$ cat src/rtl/baccarat_pkg.sv
// Shared types and helpers for the baccarat round logic.
//   state_t      : round controller state encoding
//   card_value() : maps a raw card rank (0-15) to its baccarat point value
//   SCORE_W / CARD_W and default rule thresholds
package baccarat_pkg;

    localparam int SCORE_W = 4;
    localparam int CARD_W  = 4;

    localparam int NATURAL_MIN_DEF     = 8;
    localparam int PLAYER_DRAW_MAX_DEF = 5;
    localparam int BANKER_DRAW_MAX_DEF = 5;

    typedef enum logic [3:0] {
        W_P1, W_D1, W_P2, W_D2, W_P3, W_D3,
        L_P1, L_D1, L_P2, L_D2, L_P3, L_D3,
        CHK, CHK3, RES, DONE
    } state_t;

    // Tens and face cards (ranks 10-15) count as zero.
    function automatic logic [SCORE_W-1:0] card_value(input logic [CARD_W-1:0] rank);
        return (rank >= CARD_W'(10)) ? '0 : SCORE_W'(rank);
    endfunction

endpackage

$ cat src/rtl/banker_draw_rule.sv
// Banker third-card decision once the player has drawn.
// Ports:
//   dscore : banker two-card score
//   pvalue : point value of the player's third card
//   draw   : 1 = banker takes a third card
module banker_draw_rule
    import baccarat_pkg::*;
(
    input  logic [SCORE_W-1:0] dscore,
    input  logic [SCORE_W-1:0] pvalue,
    output logic               draw
);

    always_comb begin
        draw = 1'b0;
        case (dscore)
            4'd0, 4'd1, 4'd2: draw = 1'b1;
            4'd3:             draw = (pvalue != 4'd8);
            4'd4:             draw = (pvalue >= 4'd2) && (pvalue <= 4'd7);
            4'd5:             draw = (pvalue >= 4'd4) && (pvalue <= 4'd7);
            4'd6:             draw = (pvalue >= 4'd6) && (pvalue <= 4'd7);
            default:          draw = 1'b0;
        endcase
    end

endmodule

$ cat src/rtl/deal_sequencer.sv
// Baccarat round controller: steps the card-load strobes on deal requests,
// applies natural / third-card rules and drives the win lights.
// Ports:
//   slow_clock, resetb         : clock (rising edge), async active-low reset
//   deal_req                   : level-sampled deal-step request
//   pscore, dscore             : hand scores from the scorehand blocks
//   pcard3                     : raw rank of the player third card
//   load_pcard1..3/dcard1..3   : one-cycle card register load strobes
//   player_win_light/dealer_.. : result lights (both on a tie)
//   done                       : round complete, held until reset
//
// state | meaning
// W_xx  | waiting for deal_req to load card xx
// L_xx  | load strobe for card xx is high this cycle
// CHK   | two-card scores settled: natural / player draw / banker draw
// CHK3  | player third card loaded: banker rule on dscore and card value
// RES   | final scores settled: set lights
// DONE  | round over, hold lights, ignore deal_req
module deal_sequencer
    import baccarat_pkg::*;
#(
    parameter int NATURAL_MIN     = NATURAL_MIN_DEF,
    parameter int PLAYER_DRAW_MAX = PLAYER_DRAW_MAX_DEF,
    parameter int BANKER_DRAW_MAX = BANKER_DRAW_MAX_DEF
) (
    input  logic               slow_clock,
    input  logic               resetb,
    input  logic               deal_req,
    input  logic [SCORE_W-1:0] pscore,
    input  logic [SCORE_W-1:0] dscore,
    input  logic [CARD_W-1:0]  pcard3,
    output logic               load_pcard1,
    output logic               load_pcard2,
    output logic               load_pcard3,
    output logic               load_dcard1,
    output logic               load_dcard2,
    output logic               load_dcard3,
    output logic               player_win_light,
    output logic               dealer_win_light,
    output logic               done
);

    localparam logic [SCORE_W-1:0] NAT_MIN  = SCORE_W'(NATURAL_MIN);
    localparam logic [SCORE_W-1:0] P_MAX    = SCORE_W'(PLAYER_DRAW_MAX);
    localparam logic [SCORE_W-1:0] B_MAX    = SCORE_W'(BANKER_DRAW_MAX);

    state_t state;
    logic   banker_draw;

    banker_draw_rule u_banker_draw_rule (
        .dscore (dscore),
        .pvalue (card_value(pcard3)),
        .draw   (banker_draw)
    );

    always_ff @(posedge slow_clock or negedge resetb) begin
        if (!resetb) begin
            state            <= W_P1;
            load_pcard1      <= 1'b0;
            load_pcard2      <= 1'b0;
            load_pcard3      <= 1'b0;
            load_dcard1      <= 1'b0;
            load_dcard2      <= 1'b0;
            load_dcard3      <= 1'b0;
            player_win_light <= 1'b0;
            dealer_win_light <= 1'b0;
            done             <= 1'b0;
        end else begin
            // Strobes last exactly one cycle; only the W->L transition raises one.
            load_pcard1 <= 1'b0;
            load_pcard2 <= 1'b0;
            load_pcard3 <= 1'b0;
            load_dcard1 <= 1'b0;
            load_dcard2 <= 1'b0;
            load_dcard3 <= 1'b0;
            case (state)
                W_P1: if (deal_req) begin state <= L_P1; load_pcard1 <= 1'b1; end
                W_D1: if (deal_req) begin state <= L_D1; load_dcard1 <= 1'b1; end
                W_P2: if (deal_req) begin state <= L_P2; load_pcard2 <= 1'b1; end
                W_D2: if (deal_req) begin state <= L_D2; load_dcard2 <= 1'b1; end
                W_P3: if (deal_req) begin state <= L_P3; load_pcard3 <= 1'b1; end
                W_D3: if (deal_req) begin state <= L_D3; load_dcard3 <= 1'b1; end
                L_P1: state <= W_D1;
                L_D1: state <= W_P2;
                L_P2: state <= W_D2;
                L_D2: state <= CHK;
                L_P3: state <= CHK3;
                L_D3: state <= RES;
                CHK: begin
                    if (pscore >= NAT_MIN || dscore >= NAT_MIN)
                        state <= RES;
                    else if (pscore <= P_MAX)
                        state <= W_P3;
                    else if (dscore <= B_MAX)
                        state <= W_D3;
                    else
                        state <= RES;
                end
                CHK3: state <= banker_draw ? W_D3 : RES;
                RES: begin
                    player_win_light <= (pscore >= dscore);
                    dealer_win_light <= (dscore >= pscore);
                    done             <= 1'b1;
                    state            <= DONE;
                end
                DONE:    state <= DONE;
                default: state <= W_P1;
            endcase
        end
    end

endmodule

$ cat config.mk
export PLATFORM = sky130hd
export DESIGN_NAME = deal_sequencer
export DESIGN_NICKNAME = d
export VERILOG_FILES = /design/src/rtl/baccarat_pkg.sv /design/src/rtl/banker_draw_rule.sv /design/src/rtl/deal_sequencer.sv
export SDC_FILE = /design/constraint.sdc
export NUM_CORES = 1
export LEC_CHECK = 0
export BUFFER_PORTS_ARGS = -buffer_cell sky130_fd_sc_hd__buf_4
export CAP_MARGIN = 25
export CORE_MARGIN = 10
export CORE_UTILIZATION = 30
export CTS_CLUSTER_SIZE = 8
export DETAILED_ROUTE_END_ITERATION = 6
export HOLD_SLACK_MARGIN = 0.15
export PLACE_DENSITY = 0.6
export SYNTH_ARGS = -nofsm -noshare
export SYNTH_HDL_FRONTEND = slang
export SYNTH_HIERARCHICAL = 1
export SYNTH_SLANG_ARGS = --single-unit
$ cat constraint.sdc
create_clock -name slow_clock -period 1.3 [get_ports slow_clock]
set_input_delay 0.26 -clock slow_clock [delete_from_list [all_inputs] [get_ports slow_clock]]
set_output_delay 0.26 -clock slow_clock [all_outputs]
set_load 0.005 [all_outputs]
; ---- Word-level counts from Yosys, hierarchy flattened
; Cells that the tools add are included.
[op_classes]
order_cmp = 11
n_eq_ne = 28
muxes = 20
n_reduce_logical = 9
[op_table]
columns = op, count
row1 = $pmux 4 s15, 1
row2 = $mux 4, 11
row3 = $eq 4x4->1 const B, 8
row4 = $eq 4x3->1 const B, 7
row5 = $eq 4x2->1 const B, 4
row6 = $ge 4x4->1 const B, 3
row7 = $le 4x3->1 const B, 3
row8 = $ne 2x2->1 const B, 6
row9 = $eq 4x1->1 const B, 2
row10 = $ge 4x3->1 const B, 2
row11 = $ge 4x4->1, 2
row12 = $logic_not 4->1, 2
row13 = $mux 1, 7
row14 = $reduce_and 6->1, 1
row15 = $pmux 1 s5, 1
row16 = $ge 4x2->1 const B, 1
row17 = $ne 4x4->1 const B, 1
row18 = $logic_and 1x1->1, 3
row19 = $reduce_or 3->1, 1
row20 = $reduce_or 2->1, 1
row21 = $logic_or 1x1->1, 1
[totals]
regBits = 13
inputBits = 15
out_inout_bits = 9
elab_cells = 78

; ---- Depth between registers and ports, before layout
[depth]
ltp_word = 7
mapped_depth = 9
ltp_nobuf = 9

; ---- Cells and area by module
; Netlist, hierarchy kept.
[modules_own_cells]
columns = mod, instances, cells_each, area_per_inst_um2, seq_area_each_um2
row1 = deal_sequencer, 1, 83, 757.0, 325.3
row2 = banker_draw_rule, 1, 6, 52.6, 0.0

; ---- Least setup slack after synthesis
; No wires, ideal clock.
[synth_path]
path_kind = input -> register
startpoint = input port pcard3[2]
endpoint = register state[3]
setup_ns = 0.124
t_arrival_ns = 1.731
required_ns = 1.176
slack_ns = -0.555
cell_stages = 8
path_cell_list = nor2b_1 > nor2b_4 > or4b_1 > a31oi_1 > nand2_1 > a22oi_1 > a21oi_1 > a211o_1
[synth_between]
elab_chain_len = 7
word_cells_on_any_way = 13
classes_between = order compare: 5 / eq/ne: 1 / mux: 4 / reduce/logical: 3
[synth_rtl]
columns = item, line
row1 = start: declaration, deal_sequencer.sv:31  ; input logic [CARD_W-1:0] pcard3,
row2 = $ge 4x4->1, baccarat_pkg.sv:22  ; return (rank >= CARD_W'(10)) ? '0 : SCORE_W'(rank);
row3 = $mux 4 *, baccarat_pkg.sv:22
row4 = "$ge 4x3->1, or another cell as far along", banker_draw_rule.sv:21  ; 4'd6: draw = (pvalue >= 4'd6) && (pvalue <= 4'd7);
row5 = $logic_and 1x1->1 (on tied branches), "banker_draw_rule.sv:21, banker_draw_rule.sv:19, banker_draw_rule.sv:20"
row6 = $pmux 1 s5 *, banker_draw_rule.sv:16  ; case (dscore)
row7 = named net banker_draw, deal_sequencer.sv:48  ; logic banker_draw;
row8 = $mux 4 *, deal_sequencer.sv:99  ; CHK3: state <= banker_draw ? W_D3 : RES;
row9 = $pmux 4 s15 *, deal_sequencer.sv:76  ; case (state)
row10 = end signal: assignment, deal_sequencer.sv:99
row11 = end: declaration, deal_sequencer.sv:47  ; state_t state;
; Mark *: on every way through the listed nets, which the timed path passes. The rest lies on a longest branch.
; A chain may end at the register's enable or synchronous reset.

; ---- Worst setup path in the final report
; Ends and elaborated chain as after synthesis.

==> metrics.txt <==
Post-synth EDFFs=0; most used flip-flop cell after synthesis=dfrtp_1; Die Y=71.9 um; Final #Nets=143; startpoint types=primary input; drt pass-1 iters=4; antenna cells=0; Worst Skew=0.00380 ns; Critical Path AT=1.76 ns; aggregate global-route resource usage=7.50%; Clock transition at path regs=0.08 ns; Antenna Nets Post-Route=0; Skew-Pair Late Insertion Delay=0.28 ns; flop and latch count out of synthesis=13; Peak VDD IR=0.716 mV; fmax=627 MHz; hold_sp=deal_req; unrepaired setup endpoints after global routing=yes; register-to-register setup slack=0.03 ns; P per Cell Area=1630 mW/mm2; IO Port Bufs=23; kind of end point of the critical path=flop; clock sink count=13; dominant cell type by area after synthesis=dfrtp_1; Fin. Hold Viols=0; Area Growth Syn to Fin=43.3%; Leak=0.556 nW; min-delay worst type=primary input to flop; GRT overflow=0; synth top area cells=dfrtp_1, ha_1, nor2b_1; clock root buffer=clkbuf_4; core area=0.00252 mm2; initial antenna violation count=0; vias in the first global route=793; CTS Buffer Depth=2; hold path endpoint=state[2]; largest net degree at the start of global routing=14; Setup TNS=-0.650 ns; Async S/R FF share, synth=100%; CTS tree=yes; routed wl met2=957 um; WS Path Type=primary input to flop; warnings from Yosys=6; Mapped Area=810 um2; area share of the largest cell type after synthesis=40.2%; pre-CTS WS=-0.607 ns; relative slew slack=84.2%; Via Count=759; WL met3=104 um; CP max FO=3; most common library cells after synthesis=dfrtp_1, a21oi_1, nor2_1, nor2b_1; Max-Cap Viols=0; Worst R2R End=state[1]; Worst Reg-to-Reg Cells=5; Routed WL per cell=12.4 um; Tmin final=1.60 ns; top routing layer in use=met4; met1 wire length=785 um; Avg Synthesized Cell Area=9.10 um2; DRT iter0 DRCs=16; distinct cell type count after synthesis=34; Mapped Cells=89; worst r2r src=state[0]; layout cells sized above 1=37.4%; outcome=finished with violations; Fill cells=253; routability congestion estimate=0.741; Post-route DRC=0; Detailed Place HPWL=1.54 mm; worst endpoint required time=1.47 ns; Final setup viols=3; synthesized net count=108; number of CTS-inserted buffers=3; failing checks=setup timing; die area=0.00518 mm2; Via density=4.96; die width=71.9 um; register area share after synthesis=40.2%; CTS H-tree depth=1; global-route wire length before repair=3.22 mm; Worst Hold Depth=3; most common cell in the netlist=dfrtp_1; Site Rows=18; period utilization=123%; Final Core Density=46.0%; drt total wl=1.90 mm; fin. max-slew vios=0; Top-Level Pins=24; starting density of the core=32.1%; final worst setup slack=-0.295 ns; worst slew pin tran=0.235 ns
kinds of logic after synthesis:
| family | Yosys count | share of synthesized area (%) |
|---|---|---|
| AOI/OAI and AO/OA | 24 | 19.9 |
| adders and majority gates | 4 | 6.18 |
| buffers and inverters | 10 | 5.56 |
| DFF | 13 | 40.2 |
| muxes | 1 | 1.24 |
| and+or+nand+nor | 37 | 26.9 |
metrics by stage:
| stage | power [mW] | hold WS, ns | std cells | cell area (um2) |
|---|---|---|---|---|
| global route | 2.06 | 0.362 | 153 | 1160 |
| floorplan | 1.26 | -0.0356 | 89 | 817 |
| detailed placement | 1.64 | 0.115 | 147 | 1070 |
| CTS | 1.91 | 0.350 | 153 | 1140 |
| global placement | 1.62 | 0.110 | 147 | 1070 |
| finish | 1.90 | 0.347 | 153 | 1160 |
sequential cells by signal, summed over array words and instances (netlist names):
signal	cells
load_pcard1	1
player_win_light	1
dealer_win_light	1
load_dcard1	1
state	4
load_pcard2	1
done	1
load_dcard3	1
load_pcard3	1
load_dcard2	1
worst max-delay path, stage by stage:
cell,delay [ns]
buf_8,0.08
nor2b_4,0.16
nor2b_4,0.05
or4b_4,0.49
a31oi_4,0.18
nand2_1,0.07
a22oi_1,0.14
a21oi_1,0.08
a211o_1,0.26
cell usage in the layout (no fill, tap or decap), types with 3 or more instances in the layout:
cell,n
a21oi_1,6
ha_1,4
o21ai_0,3
nor2_1,6
inv_1,5
clkbuf_4,3
nand2b_1,4
nor2b_1,5
nand4_1,3
o22a_1,3
buf_4,31
dfrtp_1,11
nand2_1,5
timing repair:
| action | CTS | global route |
|---|---|---|
| buffers inserted | 1 | 0 |
| pin swaps | 2 | 3 |
| hold buffers | 1 | 0 |
| resized for setup | 7 | 4 |
| hold endpoints to repair | 13 | 0 |
| endpoints found under the setup margin | 3 | 4 |
layout make-up:
type	instances	area, um2	area share, %
Tap cell	30	37.5	3.24
Clock buffer	4	26.3	2.27
Inverter	6	22.5	1.94
Timing Repair Buffer	34	269	23.2
Sequential cell	13	328	28.3
Multi-Input combinational cell	66	477	41.1
power breakdown:
part	total, mW	internal [mW]	switching, mW	leakage (nW)
clock network	0.249	0.119	0.130	0.0150
logic	0.954	0.535	0.420	0.382
registers	0.692	0.546	0.146	0.159
how the worst max path moves through the flow:
stage                     endpoint      start  cells after the start
final                     state[3]  pcard3[2]                      9
after global routing      state[3]  pcard3[2]                      9
after CTS                 state[3]  pcard3[2]                      9
after detailed placement  state[3]  pcard3[3]                      8
after global placement    state[3]  pcard3[3]                      8
after floorplan           state[3]  pcard3[2]                      8
layer usage:
metal	global-route usage [%]	vias up
met4	5.16	0
li1	-	389
met3	2.31	5
met1	7.41	347
met2	13.1	18
met5	0	-
Power figures use the tool's default switching activity.
